$ cat config.mk
export PLATFORM = sky130hd
export DESIGN_NAME = dac_serializer
export DESIGN_NICKNAME = d
export VERILOG_FILES = /design/src/rtl/dac_serializer.sv
export SDC_FILE = /design/constraint.sdc
export NUM_CORES = 1
export LEC_CHECK = 0
export BUFFER_PORTS_ARGS = -buffer_cell sky130_fd_sc_hd__buf_2
export CORE_ASPECT_RATIO = 0.6
export CORE_MARGIN = 4
export CORE_UTILIZATION = 45
export CTS_CLUSTER_DIAMETER = 200
export DETAILED_ROUTE_END_ITERATION = 10
export PLACE_DENSITY = 0.68
export SYNTH_ARGS = -nofsm -noshare
export SYNTH_HDL_FRONTEND = slang
export SYNTH_SLANG_ARGS = --single-unit
$ cat constraint.sdc
create_clock -name clk -period 1.99 [get_ports clk]
set_input_delay 0.199 -clock clk [delete_from_list [all_inputs] [get_ports clk]]
set_output_delay 0.199 -clock clk [all_outputs]
set_load 0.03 [all_outputs]
$ cat src/rtl/dac_serializer.sv
// WM8731 DAC transmit stage: divides clk into m_clk/b_clk, frames left/right
// sample pairs MSB first, with data launched on b_clk rising edges.
module dac_serializer #(
  parameter int SAMPLE_BITS = 16,
  parameter int MCLK_HALF   = 2,
  parameter int BCLK_HALF   = 8
) (
  input  logic                   clk,
  input  logic                   rst_n,
  input  logic                   enable,
  input  logic                   in_valid,
  output logic                   in_ready,
  input  logic [SAMPLE_BITS-1:0] in_left,
  input  logic [SAMPLE_BITS-1:0] in_right,
  output logic                   m_clk,
  output logic                   b_clk,
  output logic                   dac_lr_clk,
  output logic                   dacdat,
  output logic                   underrun
);

  localparam int FRAME_BITS = 2 * SAMPLE_BITS;
  localparam int MW = $clog2(MCLK_HALF + 1);
  localparam int BW = $clog2(BCLK_HALF + 1);
  localparam int IW = $clog2(FRAME_BITS);

  localparam logic [MW-1:0] MTERM      = MW'(MCLK_HALF - 1);
  localparam logic [BW-1:0] BTERM      = BW'(BCLK_HALF - 1);
  localparam logic [IW-1:0] IDX_LAST   = IW'(FRAME_BITS - 1);
  localparam logic [IW-1:0] IDX_RIGHT  = IW'(SAMPLE_BITS);

  typedef struct packed {
    logic [SAMPLE_BITS-1:0] left;
    logic [SAMPLE_BITS-1:0] right;
  } pair_t;

  logic [MW-1:0]         mcnt;
  logic [BW-1:0]         bcnt;
  logic [IW-1:0]         bidx;
  logic [FRAME_BITS-1:0] shifter;
  pair_t                 hold;
  logic                  accept;
  logic                  tick;
  logic                  frame_start;
  logic                  right_start;

  assign accept      = in_valid && in_ready;
  // A bit tick is the divider terminal count that drives b_clk high.
  assign tick        = enable && (bcnt == BTERM) && !b_clk;
  assign frame_start = tick && (bidx == '0);
  assign right_start = tick && (bidx == IDX_RIGHT);

  // Codec master clock: free running, unaffected by enable.
  always_ff @(posedge clk or negedge rst_n) begin
    if (!rst_n) begin
      mcnt  <= '0;
      m_clk <= 1'b0;
    end else if (mcnt == MTERM) begin
      mcnt  <= '0;
      m_clk <= ~m_clk;
    end else begin
      mcnt  <= mcnt + 1'b1;
    end
  end

  // Holding register; in_ready doubles as the "empty" flag.
  always_ff @(posedge clk or negedge rst_n) begin
    if (!rst_n) begin
      in_ready <= 1'b1;
      hold     <= '0;
    end else if (frame_start && !in_ready) begin
      in_ready <= 1'b1;
    end else if (accept) begin
      in_ready   <= 1'b0;
      hold.left  <= in_left;
      hold.right <= in_right;
    end
  end

  always_ff @(posedge clk or negedge rst_n) begin
    if (!rst_n) begin
      underrun <= 1'b0;
    end else begin
      underrun <= frame_start && in_ready;
    end
  end

  // Bit clock, frame index and shifter; dropping enable discards the frame.
  always_ff @(posedge clk or negedge rst_n) begin
    if (!rst_n) begin
      bcnt       <= '0;
      b_clk      <= 1'b0;
      bidx       <= '0;
      shifter    <= '0;
      dac_lr_clk <= 1'b0;
      dacdat     <= 1'b0;
    end else if (!enable) begin
      bcnt       <= '0;
      b_clk      <= 1'b0;
      bidx       <= '0;
      shifter    <= '0;
      dac_lr_clk <= 1'b0;
      dacdat     <= 1'b0;
    end else begin
      if (bcnt == BTERM) begin
        bcnt  <= '0;
        b_clk <= ~b_clk;
      end else begin
        bcnt  <= bcnt + 1'b1;
      end
      if (tick) begin
        bidx <= (bidx == IDX_LAST) ? '0 : bidx + 1'b1;
        if (frame_start) begin
          dac_lr_clk <= 1'b1;
          if (!in_ready) begin
            shifter <= hold;
            dacdat  <= hold.left[SAMPLE_BITS-1];
          end else begin
            shifter <= '0;
            dacdat  <= 1'b0;
          end
        end else begin
          // MSB was launched at load, so each later tick emits the next bit down.
          shifter <= shifter << 1;
          dacdat  <= shifter[FRAME_BITS-2];
          if (right_start) dac_lr_clk <= 1'b0;
        end
      end
    end
  end

endmodule

Yosys cells after proc, flatten, opt, wreduce, memory -nomap -nowiden
Index checks and enable logic that the tools add are counted.
{"block": "totals", "ff_bits": 80, "latch_bits": 0, "mem_bits_rw": 0, "romBits": 0, "inputBits": 36, "output_inout_bits": 6, "word_cells": 60, "mem_count": 0}
{"block": "op_classes", "n_addsub": 3, "mul": 0, "n_div": 0, "order_cmp": 0, "n_eq_ne": 7, "shifts": 0, "muxes": 22, "n_bitwise": 3, "reduce_logical": 13}
{"operator": "2-to-1 mux 31 bit", "count": 4}
{"operator": "2-to-1 mux 5 bit", "count": 3}
{"operator": "2-to-1 mux 1 bit", "count": 12}
{"operator": "== test 5 bit, second input constant", "count": 2}
{"operator": "2-to-1 mux 4 bit", "count": 2}
{"operator": "logical AND 1 bit", "count": 7}
{"operator": "adder 5 x 1 -> 5 bit, second input constant", "count": 1}
{"operator": "zero test 5 bit", "count": 1}
{"operator": "adder 4 x 1 -> 4 bit, second input constant", "count": 1}
{"operator": "== test 4 x 3 -> 1 bit, second input constant", "count": 1}
{"operator": "!= test 2 x 1 -> 1 bit, second input constant", "count": 2}
{"operator": "AND reduction 2 bit", "count": 2}
{"operator": "!= test 3 x 1 -> 1 bit, second input constant", "count": 1}
{"operator": "inverter 1 bit", "count": 3}
{"operator": "adder 2 x 1 -> 2 bit, second input constant", "count": 1}
{"operator": "== test 2 x 1 -> 1 bit, second input constant", "count": 1}
{"operator": "zero test 1 bit", "count": 2}
{"operator": "2-to-1 mux 2 bit", "count": 1}
{"operator": "nonzero test 2 bit", "count": 1}

Logic depth before layout (Yosys ltp)
Gate-level depths: netlist of the first run.
{"block": "logic_depth", "depth_word": 8, "ltp_mapped": 7}

Least setup slack after synthesis of the first run
No wires, ideal clock.
{"block": "synth_path", "path_type": "reg-to-reg", "start": "register bidx[0]", "end": "register bidx[3]", "t_arrival_ns": 1.643, "required_ns": 1.912, "path_slack_ns": 0.270, "path_stages_with_launch": 6, "path_buffers": 0, "synth_period_minus_slack_ns": 1.720, "path_cell_list": "dfrtp_1 -> ha_1 -> and3_1 -> ha_1 -> or4_1 -> a21boi_1"}
{"block": "synth_via", "elab_chain_cells": 4, "word_cells_on_any_way": 5, "cone_classes": "add/sub: 1; eq/ne: 1; mux: 3"}
{"element": "from (decl)", "line": "39", "rtl": "logic [IW-1:0] bidx;"}
{"element": "from (signal assigned)", "line": "112", "rtl": "bidx <= (bidx == IDX_LAST) ? '0 : bidx + 1'b1;"}
{"element": "adder 5 x 1 -> 5 bit / == test 5 bit (equally long branches)", "line": "112"}
{"element": "2-to-1 mux 5 bit (*)", "line": "112"}
{"element": "2-to-1 mux 5 bit (*)", "line": "111", "rtl": "if (tick) begin"}
{"element": "2-to-1 mux 5 bit (*)", "line": "97", "rtl": "end else if (!enable) begin"}
Every way passes the cells marked *; elsewhere a longest branch is shown, timed or not. The select of a mux whose other input is x is not followed.
A chain may end at the register's enable or synchronous reset.

Final worst setup path of the first run
Same ends and word-level chain as after synthesis.

==> results of run 1 <==
-- registers in the layout, indices dropped and copies added (netlist names), 2 cells and up --
name	count
shifter	31
hold	32
mcnt	2
bidx	5
bcnt	4
-- metrics by stage --
step                cell area [sq um]  utilization [%]
detailed placement               3970             50.4
finish                           4250             53.9
CTS                              4250             53.9
global route                     4250             53.9
floorplan                        3640                -
global placement                 3970             50.4
-- final cells by class --
type	count	area [sq um]	share of cell area [%]
tap	108	135	3.18
multi-input combinational	180	1510	35.6
sequential	80	2000	47.2
clock buffer	13	250	5.89
inverter	4	15.0	0.353
clock inverter	3	17.5	0.412
timing repair buffer	50	315	7.42
-- layout by cell type (no fill, tap or decap), drive strengths merged --
cell         instances
o22ai                1
nor3b                2
nand2b               2
a31oi                1
clkbuf              13
mux2i               33
dlygate4sd3          1
clkinv               2
ha                   4
or4                  1
nand3                6
and4bb               1
nor2                 5
clkinvlp             1
nor4b                1
a21boi               4
mux2                32
nand4bb              1
and2                 3
o21ai                3
inv                  4
nand2               10
xnor2                1
dfstp                1
o32ai                1
nand3b               1
nor2b               33
dfrtp               79
buf                 49
o31ai                1
and3                 1
xor2                 1
o2bb2ai             31
-- cells in the mapped netlist, types with 2 or more instances --
library cell,count
sky130_fd_sc_hd__and2_1,2
sky130_fd_sc_hd__clkbuf_1,6
sky130_fd_sc_hd__buf_2,8
sky130_fd_sc_hd__mux2i_1,33
sky130_fd_sc_hd__o21ai_0,3
sky130_fd_sc_hd__nand2b_1,2
sky130_fd_sc_hd__buf_6,2
sky130_fd_sc_hd__a21boi_0,3
sky130_fd_sc_hd__nand2_1,10
sky130_fd_sc_hd__nor2b_1,33
sky130_fd_sc_hd__inv_1,4
sky130_fd_sc_hd__mux2_2,32
sky130_fd_sc_hd__nand3_1,6
sky130_fd_sc_hd__nor3b_1,2
sky130_fd_sc_hd__o2bb2ai_1,31
sky130_fd_sc_hd__nor2_1,5
sky130_fd_sc_hd__buf_8,2
sky130_fd_sc_hd__dfrtp_1,79
sky130_fd_sc_hd__ha_1,4
-- how the worst max path moves through the flow --
| stage | startpoint | endpoint | slack [ns] |
|---|---|---|---|
| 4_1_cts | bidx[0] | bidx[3] | 0.14 |
| 3_3_place_gp | bidx[0] | bidx[3] | 0.23 |
| 5_1_grt | bidx[0] | bidx[3] | 0.08 |
| 3_5_place_dp | bidx[0] | bidx[3] | 0.17 |
| 6_report | bidx[0] | bidx[3] | 0.14 |
| 2_1_floorplan | bidx[0] | bidx[3] | 0.27 |
-- power groups by stage --
stage               clock network (W)  registers, W  logic [W]
floorplan                           0       0.00181   0.000261
global placement                    0       0.00183   0.000357
detailed placement                  0       0.00183   0.000367
CTS                           0.00154       0.00180   0.000371
global route                  0.00160       0.00182   0.000414
finish                        0.00147       0.00180   0.000363
-- kinds of logic (layout without fill, tap and decap cells) --
group / Yosys count / after routing / share of synthesized area, %
compound gates: 42 / 42 / 9.48
xor+xnor: 2 / 2 / 0.481
fa+ha+maj: 4 / 4 / 1.37
buf+inv: 23 / 70 / 3.78
flops: 80 / 80 / 55.0
mux: 65 / 65 / 19.0
simple gates: 67 / 67 / 11.0
-- routing by layer --
metal  vias up  wire length, um  share of wire (%)
met5         -                0                  0
li1       1093                -                  -
met3        10              270                4.1
met4         0               97                1.5
met1      1058             3390                 52
met2        33             2780                 43
==> results.txt, run 1 <==
----------------------------------------------------
[Status]
  Run status ... complete, no violations

[Setup path]
  CP required ... 2.24 ns
  Critical Path End Type ... register
  Capture point of the worst reg-to-reg path ... bidx[3]
  Depth of the worst register-to-register path ... 5
  Ordered cell list for the critical path ... ha_1 > and3_1 > ha_1 > or4_1 > a21boi_1
  Most used cell, CP ... sky130_fd_sc_hd__ha_1
  Critical R2R Launch ... bidx[0]
  Critical path's slowest cell ... sky130_fd_sc_hd__or4_1
  CP Data Arrival Time ... 2.10 ns
  Kind of start point of the critical path ... register
  Max Fanout on Critical Path ... 6
  Worst path depth ... 5
  Worst Path Buf+Inv ... 0
  Cell family contributing the most delay on the critical path ... simple AND/OR/NAND/NOR gates
  Slowest Stage Delay on Critical Path ... 0.52 ns
  Category of the most critical setup path ... register to register
  Slack of the worst reg-to-reg path ... 0.14 ns

[Drt]
  Detailed-route DRC error count ... 0
  Number of vias in the routed layout ... 2,194
  Number of vias per cell after detailed routing ... 5.01
  Routed length per placed instance ... 14.9 um
  Total wire length ... 6540 um
  Number of nets still failing antenna checks after routing ... 0
  Initial detailed-routing violation count ... 150
  Number of search-and-repair iterations in the first detailed-routing pass ... 4

[CTS]
  Clock transition at the registers of the reported paths ... 0.06 ns
  CTS tree ... yes
  Number of sinks on the clock net ... 80
  Post-cts repair resize count ... 0
  Clock insertion delay at the later pin of the skew report ... 0.33 ns
  Post-CTS setup repair buffer count ... 0
  Number of CTS-inserted buffers ... 9
  Buffer levels on the longest clock path ... 2
  Number of hold buffers added after cts ... 1
  H-tree levels ... 3
  Cell at the root of the clock tree ... sky130_fd_sc_hd__clkbuf_16

[Timing]
  Final worst path period need ... 1.85 ns
  Final Hold Fails ... 0
  Period utilization ... 92.9%
  Unrepaired setup endpoints after global routing ... no
  Setup violators final ... 0
  Final count of pins violating max slew ... 0
  Maximum clock frequency ... 0.541 GHz
  Transition time at the pin with the least slew margin ... 0.447 ns
  Post-route setup slack ... 0.142 ns
  Final-layout worst hold slack ... 0.0533 ns
  Sum Neg Setup Slack ... 0 ns
  Max Clock Skew ... 0.00566 ns
  Worst max-slew margin expressed relative to the limit ... 70.2%

[Power]
  Share of power burned in registers ... 49.6%
  Pwr dens ... 855 nW/um^2
  Clock network power share ... 40.4%
  Cell-internal power ... 0.00283 W
  Worst ir drop on vdd ... 553 uV
  Pleak ... 2.22 nW
  Switching share of power ... 22.1%
  Comb pwr share ... 10.0%
  Switching power ... 0.000801 W
  Final Total Pwr ... 0.00363 W

[Floorplanning]
  Die X-Extent ... 124 um
  Core region area ... 7880 sq um
  Starting Density ... 46.2%
  Number of top-level design ports ... 42
  Number of rows in the core area ... 25
  Vertical die dimension ... 77.7 um
  Die Area ... 9650 sq um

[Global routing]
  Global-route total usage across every layer ... 15.2%
  Remaining Overflow, GRT ... 0
  Antenna violations before repair ... 0
  Grt peak-use layer ... met1
  Met1 Use GR ... 21.5%
  Largest net degree at the start of global routing ... 81
  Met2 Resource Use GR ... 21.5%
  Via count of the first global-routing pass ... 2,360
  First-pass GRT wire length ... 11,300 um
  Met3 Usage GRT ... 5.03%

[Synthesis]
  Most common flop cell mapped by yosys ... sky130_fd_sc_hd__dfrtp_1
  Average instance area after synthesis ... 12.9 sq um
  Area share of the largest cell type after synthesis ... 54.3%
  Yosys top cell by area ... sky130_fd_sc_hd__dfrtp_1
  Asr flop ratio synth ... 100%
  Synthesized area ... 3640 sq um
  Number of different library cells in the post-synthesis netlist ... 35
  Seq/Total Area, Yosys ... 55.0%
  Cell types occupying the most area after synthesis ... sky130_fd_sc_hd__dfrtp_1 (54%), sky130_fd_sc_hd__mux2_2 (9.9%), sky130_fd_sc_hd__mux2i_1 (9.1%)
  Post-synth EDFFs ... 0
  Number of instances in the synthesized netlist ... 283
  Synth Register Bits ... 80
  Number of warnings reported in the yosys synthesis log ... 0
  Syn Nets ... 323

[Placed design]
  RD Place Congestion ... 0.833
  Setup slack after placement ... 0.172 ns
  Post-DP HPWL ... 4080 um
  Number of cells after detailed placement ... 421
  IO Port Bufs ... 41

[Hold path]
  Destination of the worst hold path ... in_ready
  Hold Path Stages ... 2
  Type of the worst min-delay path ... primary input to register
  Start point of the worst hold path ... in_valid

[Cells and area]
  Post-route insts no fill ... 438
  ANT cells ... 0
  Total Nets Final ... 365
  Number of filler cells placed in the layout ... 692
  Signed area change from the synthesized netlist to the final layout ... 16.6%
  Layout cells sized above 1 ... 29.4%

[Run]
  Count of max-cap constraint violations ... 0

----------------------------------------------------
No activity file was read; power rests on OpenSTA's default activity.
==> inputs of run 2 (changes only) <==
--- a/config.mk
+++ b/config.mk
@@ -7,11 +7,11 @@
 export LEC_CHECK = 0
 export BUFFER_PORTS_ARGS = -buffer_cell sky130_fd_sc_hd__buf_2
 export CORE_ASPECT_RATIO = 0.6
-export CORE_MARGIN = 4
+export CORE_MARGIN = 2
 export CORE_UTILIZATION = 45
 export CTS_CLUSTER_DIAMETER = 200
 export DETAILED_ROUTE_END_ITERATION = 10
-export PLACE_DENSITY = 0.68
+export PLACE_DENSITY = 0.71
 export SYNTH_ARGS = -nofsm -noshare
 export SYNTH_HDL_FRONTEND = slang
 export SYNTH_SLANG_ARGS = --single-unit
==> constraint.sdc (replaced) <==
create_clock -name clk -period 1.5 [get_ports clk]
set_input_delay 0.15 -clock clk [delete_from_list [all_inputs] [get_ports clk]]
set_output_delay 0.15 -clock clk [all_outputs]
set_load 0.03 [all_outputs]
==> run 2 against run 1 <==
The run now ends with negative setup slack left. Sequential power is 33% higher. Setup slack got worse by 0.30 ns. Total power increased by 42%. Non-clock buffer count increased by 27. Clock power is 52% higher. Register-to-register slack lost 0.30 ns. Combinational power increased by 49%. Global-route usage increased by 2.7 points. Die area fell by 8.2%. Critical endpoint is now shifter[11]. Largest cell class unchanged. Highest routed layer unchanged.
==> results.txt, run 2 (synthesis gave the netlist of run 1 again) <==
----------------------------------------------------
[Floorplanning]
  Die Area ... 8860 sq um (-8.2%)
  Die X-Extent ... 120 um (-3.2%)
  Starting Density ... 46.4% (+0.18 points)
  Core region area ... 7850 sq um (-0.40%)
  Number of top-level design ports ... 42 (unchanged)
  Vertical die dimension ... 73.7 um (-5.1%)
  Number of rows in the core area ... 25 (unchanged)

[Global routing]
  Largest net degree at the start of global routing ... 38 (-53%)
  Remaining Overflow, GRT ... 0 (unchanged)
  First-pass GRT wire length ... 11,900 um (+5.5%)
  Global-route total usage across every layer ... 17.9% (+2.7 points)
  Via count of the first global-routing pass ... 2,378 (+0.76%)
  Antenna violations before repair ... 0 (unchanged)

[CTS]
  Number of CTS-inserted buffers ... 9 (unchanged)
  Clock transition at the registers of the reported paths ... 0.06 ns (about the same)
  H-tree levels ... 3 (unchanged)
  CTS tree ... yes
  Buffer levels on the longest clock path ... 2 (unchanged)
  Number of sinks on the clock net ... 80 (unchanged)
  Cell at the root of the clock tree ... sky130_fd_sc_hd__clkbuf_16
  Clock insertion delay at the later pin of the skew report ... 0.33 ns (about the same)

[Placed design]
  Total placed instance area ... 4110 sq um (+3.6%)
  RD Place Congestion ... 0.774 (-7.1%)
  Post-DP HPWL ... 4500 um (+10%)
  Number of cells after detailed placement ... 437 (+3.8%)
  IO Port Bufs ... 41 (unchanged)

[Setup path]
  Critical Path End Type ... register
  Max Fanout on Critical Path ... 8 (+2)
  Kind of start point of the critical path ... register
  CP required ... 1.71 ns (-0.53 ns)
  CP Data Arrival Time ... 1.87 ns (-0.23 ns)
  Category of the most critical setup path ... register to register

[Timing]
  Unrepaired setup endpoints after global routing ... yes
  Period utilization ... 111% (+18 points)
  Final worst path period need ... 1.66 ns (-0.188 ns)
  Maximum clock frequency ... 0.602 GHz (+11%)
  Worst max-slew margin expressed relative to the limit ... 74.8% (+4.6 points)
  Final count of pins violating max slew ... 0 (unchanged)
  Setup violators final ... 34 (+34)
  Max Clock Skew ... 0.00319 ns (-0.00246 ns)
  Post-route setup slack ... -0.160 ns (-0.302 ns)
  Transition time at the pin with the least slew margin ... 0.379 ns (-0.0688 ns)
  Final Hold Fails ... 0 (unchanged)

[Power]
  Pleak ... 2.40 nW (+8.2%)
  Pwr dens ... 1100 nW/um^2 (+29%)
  Final Total Pwr ... 0.00516 W (+42%)
  Worst ir drop on vdd ... 1150 uV (+110%)

[Cells and area]
  Finished layout cell area ... 4690 sq um (+10%)
  Layout cells sized above 1 ... 40.3% (+11 points)
  Top register by number of flip-flops ... hold
  Commonest cells after routing, fill and taps aside ... sky130_fd_sc_hd__dfrtp_1 (78), sky130_fd_sc_hd__buf_2 (40), sky130_fd_sc_hd__nor2b_1 (33), sky130_fd_sc_hd__mux2_2 (32)
  Largest registers ... hold x32, shifter x31, bidx x5
  Final core utilization ... 59.8% (+5.9 points)
  Total Nets Final ... 392 (+7.4%)
  Post-route insts no fill ... 465 (+6.2%)
  ANT cells ... 0 (unchanged)
  Max FFs per register ... 32 (unchanged)
  Number of filler cells placed in the layout ... 615 (-11%)
  Signed area change from the synthesized netlist to the final layout ... 28.8%
  Most common cell after layout, fill and taps aside ... sky130_fd_sc_hd__dfrtp_1

[Drt]
  Detailed-route DRC error count ... 0 (unchanged)
  Number of search-and-repair iterations in the first detailed-routing pass ... 6 (+2)
  Number of vias in the routed layout ... 2,401 (+9.4%)
  Routed length per placed instance ... 16.3 um (+9.2%)
  Total wire length ... 7590 um (+16%)
  Initial detailed-routing violation count ... 158 (+5.3%)
  Number of vias per cell after detailed routing ... 5.16 (+3.1%)
  Number of nets still failing antenna checks after routing ... 0 (unchanged)

[Status]
  Violations in the final reports ... negative setup slack
  Run status ... finished with violations

[Run]
  Count of max-cap constraint violations ... 0 (unchanged)

[Hold path]
  Type of the worst min-delay path ... primary input to register

----------------------------------------------------
run 2: changes by cell type in the layout (fill, tap and decap cells not counted), sizes merged:
cell | previous run | this run
bufinv | 0 | 1
buf | 49 | 73
dlygate4sd3 | 1 | 2
clkbuf | 13 | 14
clkinv | 2 | 3
clkinvlp | 1 | 0
run 2: what timing repair did:
action	in CTS	in global routing
cloned	2	2
buffers inserted	5	1
hold buffers	2	0
resized for setup	8	16
endpoints found under the setup margin	34	37
endpoints found under the hold margin	50	0
pin swaps	9	18
run 2: area by class of cell:
cell class / count / area [sq um] / share of cell area [%]
Multi-Input combinational cell: 180 / 1630 / 34.7
Clock buffer: 12 / 256 / 5.47
Tap cell: 108 / 135 / 2.88
Timing Repair Buffer: 77 / 599 / 12.8
Sequential cell: 80 / 2000 / 42.7
Clock inverter: 4 / 52.6 / 1.12
Inverter: 4 / 15.0 / 0.320
run 2: worst max-delay path, cell delays in order, from the launching register on:
cell                        delay [ns]
sky130_fd_sc_hd__dfrtp_1          0.37
sky130_fd_sc_hd__inv_1            0.06
sky130_fd_sc_hd__ha_2             0.17
sky130_fd_sc_hd__nor4b_4          0.24
sky130_fd_sc_hd__buf_4            0.21
sky130_fd_sc_hd__buf_16           0.15
sky130_fd_sc_hd__mux2i_2          0.24
sky130_fd_sc_hd__o2bb2ai_1        0.10
run 2: worst paths after layout:
check                      slack, ns     endpoint  depth (start not counted)   startpoint
max in group asynchronous       0.65  shifter[11]                          3        rst_n
max                            -0.16  shifter[11]                          7      bidx[0]
max reg2reg                    -0.16  shifter[11]                          7      bidx[0]
min                             0.05      hold[5]                          2  in_right[5]
min in group asynchronous       0.21   dac_lr_clk                          2        rst_n
min reg2reg                     0.44      mcnt[0]                          1      mcnt[0]
run 2: metal layers:
metal / track usage (%) / part of all wire, %
met2: 28.1 / 46
met3: 5.67 / 4.3
met1: 24.1 / 48
met4: 5.10 / 1.3
met5: 0 / 0
run 2: metrics by stage:
step	setup TNS (ns)	setup slack, ns	hold WS, ns
floorplan	-0.338	-0.0156	-0.146
global placement	-1.81	-0.0813	0.0240
detailed placement	-3.81	-0.208	0.0283
CTS	-1.66	-0.102	0.0328
global route	-5.65	-0.226	0.0308
finish	-2.78	-0.160	0.0451
run 2: report_power, final:
part	switching (W)	total [W]	internal, W
logic	0.000229	0.000542	0.000312
clock network	0.000852	0.00223	0.00138
registers	0.0000734	0.00239	0.00232
total	0.00115	0.00516	0.00401
